<file path="config.mk">
export PLATFORM = sky130hd
export DESIGN_NAME = pc_ctrl
export DESIGN_NICKNAME = d
export VERILOG_FILES = /design/src/rtl/pc_ctrl.sv
export SDC_FILE = /design/constraint.sdc
export NUM_CORES = 1
export LEC_CHECK = 0
export BUFFER_PORTS_ARGS = -buffer_cell sky130_fd_sc_hd__buf_4
export CAP_MARGIN = 20
export CELL_PAD_IN_SITES_DETAIL_PLACEMENT = 1
export CELL_PAD_IN_SITES_GLOBAL_PLACEMENT = 2
export CORE_ASPECT_RATIO = 0.75
export CORE_MARGIN = 1
export CORE_UTILIZATION = 10
export CTS_CLUSTER_DIAMETER = 100
export DETAILED_ROUTE_END_ITERATION = 10
export HOLD_SLACK_MARGIN = 0.15
export PLACE_DENSITY = 0.85
export SETUP_SLACK_MARGIN = 0.1
export SYNTH_ARGS = -nofsm -noshare
export SYNTH_HDL_FRONTEND = slang
export SYNTH_SLANG_ARGS = --single-unit
</file>
<file path="constraint.sdc">
create_clock -name clk -period 2.8 [get_ports clk]
set_clock_uncertainty 0.1 [all_clocks]
set_input_delay 0.84 -clock clk [delete_from_list [all_inputs] [get_ports clk]]
set_output_delay 0.84 -clock clk [all_outputs]
set_load 0.005 [all_outputs]
</file>
<file path="src/rtl/pc_ctrl.sv">
// PC fetch sequencer: hold / PC+4 / redirect (boot, branch, exception, iret); iret+epc under `PC_CTRL_IRET_EN.
// Latency: outputs are combinational from state and inputs; new PC appears one cycle after a redirect.
// Backpressure: stall_in or !ic_ready only holds sequential advance; redirects are always accepted.
module pc_ctrl #(
  parameter int                LENGTH       = 32,
  parameter logic [LENGTH-1:0] BOOT_ADDR    = LENGTH'(32'h0000_1000),
  parameter logic [LENGTH-1:0] EXC_VECTOR   = LENGTH'(32'h0000_2000),
  parameter int                DRAIN_CYCLES = 3
) (
  input  logic              clk,
  input  logic              reset,
  input  logic [LENGTH-1:0] pc_cur,
  input  logic              stall_in,
  input  logic              ic_ready,
  input  logic              br_valid,
  input  logic [LENGTH-1:0] br_target,
  input  logic              exc_valid,
  input  logic [LENGTH-1:0] exc_pc,
  input  logic              iret_valid,
  output logic              pc_wr,
  output logic              pc_sel,
  output logic [LENGTH-1:0] pc_target,
  output logic              ic_req,
  output logic              flush,
  output logic [LENGTH-1:0] epc,
  output logic              busy
);

  typedef enum logic [1:0] {BOOT, FETCH, REDIR, DRAIN} state_t;

  state_t     state, state_nxt;
  logic [3:0] cnt, cnt_nxt;

`ifdef PC_CTRL_IRET_EN
  logic [LENGTH-1:0] epc_q, epc_nxt;
  logic              unused_sigs;

  assign unused_sigs = ^pc_cur;
  assign epc         = epc_q;

  always_ff @(posedge clk) begin
    if (reset) epc_q <= '0;
    else       epc_q <= epc_nxt;
  end
`else
  logic unused_sigs;

  assign unused_sigs = ^{pc_cur, exc_pc, iret_valid};
  assign epc         = '0;
`endif

  always_ff @(posedge clk) begin
    if (reset) begin
      state <= BOOT;
      cnt   <= '0;
    end else begin
      state <= state_nxt;
      cnt   <= cnt_nxt;
    end
  end

  assign busy = (state != FETCH);

  always_comb begin
    state_nxt = state;
    cnt_nxt   = cnt;
`ifdef PC_CTRL_IRET_EN
    epc_nxt   = epc_q;
`endif
    pc_wr     = 1'b0;
    pc_sel    = 1'b0;
    pc_target = '0;
    ic_req    = 1'b0;
    flush     = 1'b0;
    case (state)
      BOOT: begin
        pc_wr     = 1'b1;
        pc_sel    = 1'b1;
        pc_target = BOOT_ADDR;
        state_nxt = REDIR;
      end
      FETCH: begin
        ic_req = 1'b1;
        // Strict priority: exception, then iret, then branch, then sequential.
        if (exc_valid) begin
`ifdef PC_CTRL_IRET_EN
          epc_nxt   = exc_pc;
`endif
          flush     = 1'b1;
          cnt_nxt   = 4'(DRAIN_CYCLES - 1);
          state_nxt = DRAIN;
        end
`ifdef PC_CTRL_IRET_EN
        else if (iret_valid) begin
          pc_wr     = 1'b1;
          pc_sel    = 1'b1;
          pc_target = epc_q;
          flush     = 1'b1;
          state_nxt = REDIR;
        end
`endif
        else if (br_valid) begin
          pc_wr     = 1'b1;
          pc_sel    = 1'b1;
          pc_target = {br_target[LENGTH-1:2], 2'b00};
          flush     = 1'b1;
          state_nxt = REDIR;
        end else if (ic_ready && !stall_in) begin
          pc_wr = 1'b1;
        end
      end
      REDIR: begin
        state_nxt = FETCH;
      end
      DRAIN: begin
        flush = 1'b1;
        if (cnt != 4'd0) begin
          cnt_nxt = cnt - 4'd1;
        end else begin
          pc_wr     = 1'b1;
          pc_sel    = 1'b1;
          pc_target = EXC_VECTOR;
          state_nxt = REDIR;
        end
      end
      default: state_nxt = BOOT;
    endcase
  end

endmodule
</file>
**Word level (Yosys, flattened, before mapping)**

Cells that the tools add are included.

- $add $sub $neg: 1
- Muxes and demuxes: 22
- Equal/unequal tests: 8
- Reduce and logical (&&, ||, !) cells: 7

Operator list:

| operator | count |
|---|---|
| $pmux 32 s3 | 1 |
| $mux 32 | 2 |
| $mux 14 | 1 |
| $mux 1 | 8 |
| $mux 4 | 2 |
| $pmux 2 s4 | 1 |
| $pmux 4 s2 | 1 |
| $mux 2 | 3 |
| $ne 2x2->1 const B | 3 |
| $pmux 1 s3 | 2 |
| $eq 2x2->1 const B | 2 |
| $reduce_bool 4->1 | 1 |
| $sub 4x1->4 const B | 1 |
| $ne 3x3->1 const B | 1 |
| $reduce_and 3->1 | 1 |
| $eq 2x1->1 const B | 1 |
| $logic_not 2->1 | 1 |
| $ne 2x1->1 const B | 1 |
| $pmux 1 s2 | 1 |
| $reduce_and 2->1 | 1 |
| $reduce_bool 2->1 | 1 |
| $logic_and 1x1->1 | 1 |
| $logic_not 1->1 | 1 |

- Input bits: 103
- Bits in registers: 6

**Logic depth before layout (Yosys ltp)**

- Depth in word-level cells: 6
- Mapped depth: 7
- Mapped depth without buffers: 5

**Worst setup path before layout**

Ideal clock, no wire load.

- Path kind: input -> output
- Start: input exc_valid
- End: output pc_wr
- Slack: 0.201 ns
- Cell stages on the path: 3
- Data arrival time: 1.659 ns
- Data required time: 1.860 ns
- Cells stage by stage: nand2b_1 -> or3b_1 -> a41oi_1

- Cells in the longest elaborated chain, start to end: 2

Ends and longest elaborated chain:

| item | RTL line | source |
|---|---|---|
| start, declared | 17 | `input logic exc_valid,` |
| $mux 1 | 85 | `if (exc_valid) begin` |
| $pmux 1 s3 | 75 | `case (state)` |
| end, declared | 20 | `output logic pc_wr,` |

Every way passes these cells.

**Final worst setup path**

Same ends and word-level chain as after synthesis.

==> flow_summary.toml <==
[logic_synthesis]
netlist_area_um2 = 946
async_flop_share_pct = 0
syn_inst = 127
syn_avg_cell_area_um2 = 7.45
yosysWarningCount = 0
synth_top_flop_cell = "dfxtp_1"
post-synth-top-area-cell = "buf_4"
synthTopCellsByArea = "buf_4 (28%), and2_1 (18%), dfxtp_1 (13%)"
ys_types = 34
synth_top_area_share_pct = 27.8
ys_ff_latch = 6
ys_seq_area_share_pct = 12.7
synth_edf_count = 0

[drt]
wire_per_inst_um = 9.93
drt_drc_violations_left = 0
drt-initial-drc-count = 19
vias_per_cell = 3.08
firstDrtPassIters = 4
ant_nets = 0
wl_mm = 3.28
num_vias = 1016

[job]
cap_violations = 0

[placed_design]
port_buffers = 70
place_congestion = 0.643
dpl_cell_area_um2 = 1540
place_ws_ns = -0.0117
hpwlAfterDp_mm = 2.79

[setup_path]
crit_slowest_cell = "or3b_4"
required_ns = 1.86
r2r_cells = 6
cpPeakStageDelay_ns = 0.38
reg2reg_from = "state[0]"
rr_endpoint = "cnt[3]"
startpoint = "exc_valid"
start_kind = "primary input"
worstSetupPathType = "in -> out"
crit_chain = "buf_6 -> nand2b_4 -> or3b_4 -> a41oi_2 -> buf_4"
cp_data_arrival_time_ns = 1.76
critPathCapture = "pc_wr"
rrSetupSlack_ns = 0.98
cp-end-kind = "output pin"
path_max_fanout = 5

[finish]
final_area_um2 = 1660
drive_above_1_share_pct = 45.5
antenna_cells = 0
final_nets = 312
fill_cells = 1098
regArea_um2 = 120
area_delta_synth_final_pct = 75.8
multi_input_area_um2 = 683

[timing]
setup_viol = 0
hold_violations = 0
finalCriticalPeriod_ns = 2.70
period_share_pct = 96.4
max_freq_ghz = 0.370
setup_ws_ns = 0.0998
rsz0062_at_grt = "yes"
hold_slack_ns = 0.427
fin_setup_tns_ns = 0
drv_slew = 0

[clock_tree]
clk_path_buf_depth = 2
path_clk_slew_ns = 0.03
cts_buffers = 3
ctsHoldBuffers = 0
cts-root-buf = "clkbuf_16"
clk_latency_ns = 0.23
cts_sinks = 6
htreeDepth = 1
cts_tree = "yes"

[floorplanning]
die_x_um = 114
die_y_um = 86.2
io_pins = 172
die_area_um2 = 9860
start_util_pct = 10.4
row_count = 30
core-area_um2 = 9120

[status]
status = "finished clean"

[grt]
grt_pass1_vias = 929
grt_first_pass_wirelength_mm = 4.53
grt_max_degree = 28
antenna_found_initial = 0
gr-total-overflow = 0
grt.total_usage_pct = 5.99

[power_and_ir_drop]
ir_drop_mv = 0.139
p_total_mw = 0.447
leakagePower_nw = 0.818
cellPowerDensity_nw_per_um2 = 269

[worst_hold_path]
hold_class = "reg -> reg"
-- per-stage QoR --
| step | util (%) | instances |
|---|---|---|
| 3_5_place_dp | 16.9 | 326 |
| 6_report | 18.2 | 330 |
| 3_3_place_gp | 16.9 | 326 |
| 5_1_grt | 18.2 | 330 |
| 2_1_floorplan | - | 160 |
| 4_1_cts | 17.9 | 329 |
-- Yosys cell counts, types with 2 or more instances --
cell      count
clkbuf_1      2
nand4_1       2
buf_4        35
o21ai_0       3
a31oi_1       2
and2_1       27
or3b_1        2
inv_1         6
nand2b_1      3
nor2b_1       2
dfxtp_1       6
ha_1          5
mux2_2        2
nor3_1        2
a21oi_1       5
nor2_1        5
-- flip-flops by register name (all words and copies together), names as in the netlist --
| register | flops |
|---|---|
| cnt | 4 |
| state | 2 |
-- repair_timing --
item                                   in CTS  in global routing
endpoints found under the hold margin       0                  0
gates resized for setup                     3                  4
setup endpoints to repair                  10                 30
pin swaps                                   2                  2
setup buffers                               0                  1
-- metal layers --
layer	up-vias	part of all wire, %	track usage (%)
met3	7	6.0	1.61
met4	0	2.8	3.90
met5	-	0	0
li1	497	-	-
met1	479	42	7.58
met2	33	49	8.98
-- logic make-up after synthesis --
| family | share of synthesized area (%) |
|---|---|
| AND/OR/NAND/NOR | 34.4 |
| buffers and inverters | 31.9 |
| AO/OA/AOI/OAI | 10.6 |
| flip-flops | 12.7 |
| adder cells (fa/ha/maj) | 6.61 |
| multiplexers | 3.44 |
| other | 0.396 |
-- layout by cell type, fill, tap and decap left out, types with 2 or more instances in the layout --
| master | synthesis | final |
|---|---|---|
| a21oi_1 | 5 | 5 |
| a31oi_1 | 2 | 2 |
| and2_1 | 27 | 27 |
| buf_4 | 35 | 76 |
| clkbuf_16 | 0 | 3 |
| conb_1 | 1 | 34 |
| dfxtp_1 | 6 | 6 |
| ha_1 | 5 | 4 |
| inv_1 | 6 | 6 |
| mux2_2 | 2 | 2 |
| nand2b_1 | 3 | 2 |
| nand4_1 | 2 | 2 |
| nor2_1 | 5 | 5 |
| nor2b_1 | 2 | 2 |
| nor3_1 | 2 | 2 |
| o21ai_0 | 3 | 3 |
-- worst max-delay path, delay by kind of cell --
family,cells,cell delay (ns)
AO/OA/AOI/OAI,1,0.16
buffers and inverters,2,0.24
AND/OR/NAND/NOR,2,0.51
-- how the worst min path moves through the flow --
| stage | start | slack [ns] | endpoint | depth (start not counted) |
|---|---|---|---|---|
| 4_1_cts | cnt[3] | 0.43 | cnt[3] | 2 |
| 5_1_grt | cnt[2] | 0.46 | cnt[2] | 2 |
| 2_1_floorplan | cnt[3] | 0.36 | cnt[3] | 2 |
| 3_5_place_dp | cnt[3] | 0.42 | cnt[3] | 2 |
| 3_3_place_gp | cnt[3] | 0.39 | cnt[3] | 2 |
| 6_report | cnt[3] | 0.43 | cnt[3] | 2 |
-- where the power goes --
group	switching [mW]	internal (mW)
clock	0.0510	0.183
sequential	0.00465	0.0900
combinational	0.0503	0.0677
-- cell type report --
| cell class | instances | area share [%] |
|---|---|---|
| multi-input combinational | 109 | 41.1 |
| sequential | 6 | 7.22 |
| inverter | 6 | 1.35 |
| clock buffer | 3 | 4.51 |
| timing repair buffer | 78 | 36.2 |
| tap | 128 | 9.63 |
(Power assumes the default switching activity.)
